`config.mk`:
```
export PLATFORM = sky130hd
export DESIGN_NAME = j1_io_arbiter
export DESIGN_NICKNAME = d
export VERILOG_FILES = /design/src/rtl/j1_io_pkg.sv /design/src/rtl/j1_rr_arb2.sv /design/src/rtl/j1_io_arbiter.sv
export SDC_FILE = /design/constraint.sdc
export NUM_CORES = 1
export LEC_CHECK = 0
export BUFFER_PORTS_ARGS = -buffer_cell sky130_fd_sc_hd__buf_2
export CAP_MARGIN = 40
export CORE_MARGIN = 2
export CORE_UTILIZATION = 45
export DETAILED_ROUTE_END_ITERATION = 6
export GPL_ROUTABILITY_DRIVEN = 0
export PLACE_DENSITY_LB_ADDON = 0.05
export SLEW_MARGIN = 30
export SYNTH_ARGS = -nofsm -noshare
export SYNTH_HDL_FRONTEND = slang
export SYNTH_SLANG_ARGS = --single-unit
export TNS_END_PERCENT = 30
```
`constraint.sdc`:
```
create_clock -name sys_clk_i -period 2.07 [get_ports sys_clk_i]
set_clock_uncertainty 0.05 [all_clocks]
set_input_delay 0.3105 -clock sys_clk_i [delete_from_list [all_inputs] [get_ports sys_clk_i]]
set_output_delay 0.3105 -clock sys_clk_i [all_outputs]
set_load 0.005 [all_outputs]
```
`src/rtl/j1_io_pkg.sv`:
```
// Shared definitions for the J1 peripheral I/O arbiter: FSM state encoding,
// peripheral base-address decode constants and the default read value.
package j1_io_pkg;

    typedef enum logic [1:0] {
        ST_IDLE = 2'd0,
        ST_XFER = 2'd1,
        ST_WAIT = 2'd2,
        ST_ACK  = 2'd3
    } arb_state_e;

    // addr[15:8] values decoded by the chip-select logic
    localparam logic [7:0] IO_BASE_MULT  = 8'h67;
    localparam logic [7:0] IO_BASE_DIV   = 8'h68;
    localparam logic [7:0] IO_BASE_UART  = 8'h69;
    localparam logic [7:0] IO_BASE_DPRAM = 8'h70;

    // Value the read mux returns for an unmapped address
    localparam logic [15:0] IO_DEFAULT_RDATA = 16'h0666;

    // True when the upper address byte selects one of the known peripherals
    function automatic logic io_is_mapped(input logic [7:0] page);
        return (page == IO_BASE_MULT) || (page == IO_BASE_DIV) ||
               (page == IO_BASE_UART) || (page == IO_BASE_DPRAM);
    endfunction

endpackage

```
`src/rtl/j1_rr_arb2.sv`:
```
// Two-way combinational winner select. Round-robin by default: on a tie the
// master that did not own the previous grant wins.
// Build option: J1_IO_ARB_FIXED_PRIO_EN makes master 0 win every tie.
module j1_rr_arb2 (
    input  logic [1:0] req_i,
    input  logic       last_owner_i,
    output logic       gnt_vld_o,
    output logic       gnt_idx_o
);

`ifdef J1_IO_ARB_FIXED_PRIO_EN
    // Last owner has no influence under fixed priority
    logic unused_last_owner;
    assign unused_last_owner = last_owner_i;
`endif

    // Pick the winner from the current requests
    always_comb begin
        gnt_vld_o = |req_i;
        gnt_idx_o = 1'b0;
        case (req_i)
            2'b01:   gnt_idx_o = 1'b0;
            2'b10:   gnt_idx_o = 1'b1;
`ifdef J1_IO_ARB_FIXED_PRIO_EN
            2'b11:   gnt_idx_o = 1'b0;
`else
            2'b11:   gnt_idx_o = ~last_owner_i;
`endif
            default: gnt_idx_o = 1'b0;
        endcase
    end

endmodule

```
`src/rtl/j1_io_arbiter.sv`:
```
// Two-master arbiter in front of the J1 peripheral I/O bus. Each grant issues
// one rd or wr strobe, waits RD_LAT cycles for read data, then pulses ack.
// Build option: J1_IO_ARB_FIXED_PRIO_EN (handled in j1_rr_arb2) selects fixed
// priority for master 0 instead of round-robin.
module j1_io_arbiter
    import j1_io_pkg::*;
#(
    parameter int AW     = 16,
    parameter int DW     = 16,
    parameter int RD_LAT = 1
) (
    input  logic          sys_clk_i,
    input  logic          sys_rst_i,
    input  logic          m0_req_i,
    input  logic          m0_wr_i,
    input  logic [AW-1:0] m0_addr_i,
    input  logic [DW-1:0] m0_wdata_i,
    output logic          m0_ack_o,
    output logic [DW-1:0] m0_rdata_o,
    input  logic          m1_req_i,
    input  logic          m1_wr_i,
    input  logic [AW-1:0] m1_addr_i,
    input  logic [DW-1:0] m1_wdata_i,
    output logic          m1_ack_o,
    output logic [DW-1:0] m1_rdata_o,
    output logic          io_rd_o,
    output logic          io_wr_o,
    output logic [AW-1:0] io_addr_o,
    output logic [DW-1:0] io_dout_o,
    input  logic [DW-1:0] io_din_i,
    output logic          busy_o,
    output logic          owner_o
);

    localparam int         LAT_M1_I = (RD_LAT > 0) ? RD_LAT - 1 : 0;
    localparam logic [2:0] LAT_M1   = LAT_M1_I[2:0];

    arb_state_e    state_q;
    logic          owner_q;
    logic          wr_q;
    logic [AW-1:0] addr_q;
    logic [DW-1:0] wdata_q;
    logic [2:0]    cnt_q;
    logic          io_rd_q;
    logic          io_wr_q;
    logic          m0_ack_q;
    logic          m1_ack_q;
    logic [DW-1:0] m0_rdata_q;
    logic [DW-1:0] m1_rdata_q;

    logic          gnt_vld_d;
    logic          gnt_idx_d;
    logic          sel_wr_d;
    logic [AW-1:0] sel_addr_d;
    logic [DW-1:0] sel_wdata_d;
    logic          cap_d;
    logic          fin_d;

    j1_rr_arb2 u_arb (
        .req_i        ({m1_req_i, m0_req_i}),
        .last_owner_i (owner_q),
        .gnt_vld_o    (gnt_vld_d),
        .gnt_idx_o    (gnt_idx_d)
    );

    // Route the winning master's command towards the latch registers
    assign sel_wr_d    = gnt_idx_d ? m1_wr_i    : m0_wr_i;
    assign sel_addr_d  = gnt_idx_d ? m1_addr_i  : m0_addr_i;
    assign sel_wdata_d = gnt_idx_d ? m1_wdata_i : m0_wdata_i;

    // Read data is sampled either in the strobe cycle (zero latency) or when
    // the wait counter expires; any transfer finishes on the same condition.
    assign cap_d = ((state_q == ST_XFER) && !wr_q && (RD_LAT == 0)) ||
                   ((state_q == ST_WAIT) && (cnt_q == 3'd0));
    assign fin_d = ((state_q == ST_XFER) && (wr_q || (RD_LAT == 0))) ||
                   ((state_q == ST_WAIT) && (cnt_q == 3'd0));

    // Transfer sequencer with registered strobes, acks and read data
    always_ff @(posedge sys_clk_i or negedge sys_rst_i) begin
        if (!sys_rst_i) begin
            state_q    <= ST_IDLE;
            owner_q    <= 1'b1;
            wr_q       <= 1'b0;
            addr_q     <= '0;
            wdata_q    <= '0;
            cnt_q      <= 3'd0;
            io_rd_q    <= 1'b0;
            io_wr_q    <= 1'b0;
            m0_ack_q   <= 1'b0;
            m1_ack_q   <= 1'b0;
            m0_rdata_q <= '0;
            m1_rdata_q <= '0;
        end else begin
            case (state_q)
                ST_IDLE: begin
                    if (gnt_vld_d) begin
                        owner_q <= gnt_idx_d;
                        wr_q    <= sel_wr_d;
                        addr_q  <= sel_addr_d;
                        wdata_q <= sel_wdata_d;
                        io_wr_q <= sel_wr_d;
                        io_rd_q <= ~sel_wr_d;
                        state_q <= ST_XFER;
                    end
                end
                ST_XFER: begin
                    io_wr_q <= 1'b0;
                    io_rd_q <= 1'b0;
                    if (fin_d) begin
                        state_q <= ST_ACK;
                    end else begin
                        cnt_q   <= LAT_M1;
                        state_q <= ST_WAIT;
                    end
                end
                ST_WAIT: begin
                    if (fin_d) begin
                        state_q <= ST_ACK;
                    end else begin
                        cnt_q <= cnt_q - 3'd1;
                    end
                end
                ST_ACK: begin
                    m0_ack_q <= 1'b0;
                    m1_ack_q <= 1'b0;
                    state_q  <= ST_IDLE;
                end
                default: state_q <= ST_IDLE;
            endcase

            if (cap_d) begin
                if (owner_q) m1_rdata_q <= io_din_i;
                else         m0_rdata_q <= io_din_i;
            end
            if (fin_d) begin
                m0_ack_q <= ~owner_q;
                m1_ack_q <= owner_q;
            end
        end
    end

    assign m0_ack_o   = m0_ack_q;
    assign m1_ack_o   = m1_ack_q;
    assign m0_rdata_o = m0_rdata_q;
    assign m1_rdata_o = m1_rdata_q;
    assign io_rd_o    = io_rd_q;
    assign io_wr_o    = io_wr_q;
    assign io_addr_o  = addr_q;
    assign io_dout_o  = wdata_q;
    assign busy_o     = (state_q != ST_IDLE);
    assign owner_o    = owner_q;

endmodule

```
==> impl_metrics.yaml <==
die:
  die_area_um2: 8380
  fp.dieH_um: 91.6
  core_area_um2: 7330
  rows: 31
  initial_core_util_pct: 47.1
  die_x_um: 91.6
  pin_count: 156
yosys:
  synth.largest_area_cell: "dfrtp_1"
  ys.warnings.count: 0
  synthCells: 276
  synth_fp_nets: 368
  synth-edff-count: 0
  async_flop_share_pct: 100
  ys_top_cells_by_count: "74 x dfrtp_1, 40 x o21ai_0, 36 x nand2_1"
  synth-seq-cells: 75
  synthFlopType: "dfrtp_1"
  yosys.area.top_type_share_pct: 53.7
  yosysMostFrequentCell: "dfrtp_1"
  ys_seq_area_share_pct: 54.4
  synth.avg_cell_area_um2: 12.5
  synthTopCellsByArea: "dfrtp_1 54%, mux2i_1 9.6%, mux2_2 7.8%, o21ai_0 5.8%, mux2_4 4.8%"
  syn-cell-area_um2: 3450
  synth_cell_type_count: 38
place:
  placed_cell_area_um2: 4330
  port_buffers: 155
  pre_cts_ws_ns: 0.228
  dp_hpwl_mm: 5.31
drt:
  drt_wl_total_mm: 7.10
  ant_nets: 0
  post_drt_wl_per_cell_um: 13.2
  vias: 2511
  drtPass1Iterations: 4
  viasPerCell: 4.67
  drc: 0
  drtIter0Drc: 85
critical_path:
  critPathArrivalTime_ns: 2.02
  r2r-start: "state_q[0]"
  critPathRequiredTime_ns: 2.24
  path_buf_inv: 1
  critPathTopFamily: "simple AND/OR/NAND/NOR gates"
  worst_setup_path_end_kind: "register"
  r2r_slack_ns: 0.22
  startpoint_type: "register"
  critPathSlowestCell: "dfrtp_1"
  crit_chain: "inv_1, ha_1, and3b_4, nand2_4, mux2_4"
  cp.depth: 5
  crit_path_max_incr_delay_ns: 0.43
  crit_start: "state_q[0]"
  crit_path_max_fanout: 16
  ff2ff_path_depth: 5
  cp-endpoint: "m1_rdata_o[8]"
  r2r-end: "m1_rdata_o[8]"
  worst-setup-path-type: "register to register"
final_layout:
  num-nets-final: 526
  fin_util_pct: 62.4
  drive_gt1_share_pct: 49.9
  area_growth_syn_to_layout_pct: 32.7
  fin_area_um2: 4580
  antenna_cells: 0
clock_network:
  cts_buffers: 9
  root_buffer: "clkbuf_8"
  cts_resized: 0
  cts_sinks: 75
  h-tree-depth: 3
  clk_latency_ns: 0.33
  cts_tree: "yes"
  clk_pin_slew_worst_paths_ns: 0.08
  clockBufferDepth: 2
power_and_ir_drop:
  peakVddDrop_v: 0.000486
  power_density_nw_per_um2: 1410
  p_leak_uw: 0.00236
worst_hold_path:
  min-delay-start: "io_din_i[0]"
  hold_class: "input port to register"
grt:
  grt_max_degree: 43
  grt_pass1_vias: 2475
  antenna_found_initial: 0
  grt_pass1_wl_mm: 11.7
  grt_use_total_pct: 17.7
  overflow: 0
timing:
  tns_ns: 0
  setup_viol: 0
  timing.hold.ws_ns: 0.166
  max_freq_mhz: 540
  rsz0062_at_grt: "false"
  period_share_pct: 89.5
  max-slew-margin-rel_pct: 59.1
  min_period_ns: 1.85
  setup_ws_ns: 0.217
  maxSlewViolCount: 0
  tightestPinTransition_ns: 0.612
  finalHoldViolCount: 0
job:
  maxCapViolCount: 0
run_status:
  outcome: "finished clean"
## per-stage QoR
step | cells | power, uW
2_1_floorplan | 276 | 4160
3_3_place_gp | 521 | 5140
3_5_place_dp | 521 | 5220
4_1_cts | 538 | 6580
5_1_grt | 538 | 7000
6_report | 538 | 6470
## layout by cell type (no fill, tap or decap), drive strengths merged
cell and instances:
a211o 1, a21boi 1, a21oi 2, a22o 1, a31oi 2, a32oi 1
and2 1, and3 1, and3b 1, buf 160, bufinv 3, clkbuf 9
clkinv 3, clkinvlp 1, dfrtp 74, dfstp 1, dlygate4sd3 1, ha 6
inv 7, mux2 35, mux2i 33, nand2 37, nand2b 3, nand3b 1
nor2 4, nor2b 1, nor3b 1, o211ai 1, o21a 2, o21ai 41
o32a 1, or2b 1, or3 1, or4bb 1
## layer usage
| metal | vias to the layer above | GRT usage, % | share of wire [%] |
|---|---|---|---|
| li1 | 1273 | - | - |
| met1 | 1129 | 22.6 | 43 |
| met2 | 100 | 28.2 | 47 |
| met3 | 9 | 5.39 | 8.0 |
| met4 | 0 | 6.82 | 1.4 |
| met5 | - | 0 | 0 |
## flip-flops by register name, indices dropped and copies added, names as in the netlist, 2 cells and up
| signal | cells |
|---|---|
| io_addr_o | 16 |
| state_q | 2 |
| m0_rdata_o | 16 |
| io_dout_o | 16 |
| cnt_q | 3 |
| m1_rdata_o | 16 |
## cells by family after synthesis
group                    synth area share, %
flip-flops                              54.4
multiplexers                            22.2
AO/OA/AOI/OAI                           8.74
AND/OR/NAND/NOR                         7.87
buffers and inverters                   4.57
adder cells (fa/ha/maj)                 2.18
## timing repair
| item | CTS | global route |
|---|---|---|
| setup buffers | 0 | 0 |
| hold buffers | 1 | 0 |
| setup endpoints to repair | 0 | 0 |
| hold endpoints to repair | 23 | 0 |
## power breakdown
| group | internal [uW] | switching [uW] | leakage (uW) |
|---|---|---|---|
| combinational | 1400 | 1180 | 0.00133 |
| sequential | 2180 | 378 | 0.000911 |
| clock | 798 | 530 | 0.000119 |
## worst min path at each step
stage                                end  depth (start not counted)
final                      m1_rdata_o[0]                          2
after detailed placement   m0_rdata_o[6]                          1
after floorplan                 cnt_q[0]                          0
after global placement     m0_rdata_o[6]                          1
after CTS                 m1_rdata_o[13]                          2
after global routing       m1_rdata_o[0]                          2
## layout make-up
cell class                 count  area [um^2]
inverter                       7         26.3
fill                         645         2750
clock inverter                 7          116
timing repair buffer         161          876
tap                           99          124
multi-input combinational    180         1430
clock buffer                   9          124
sequential                    75         1880
(Power assumes the default switching activity.)
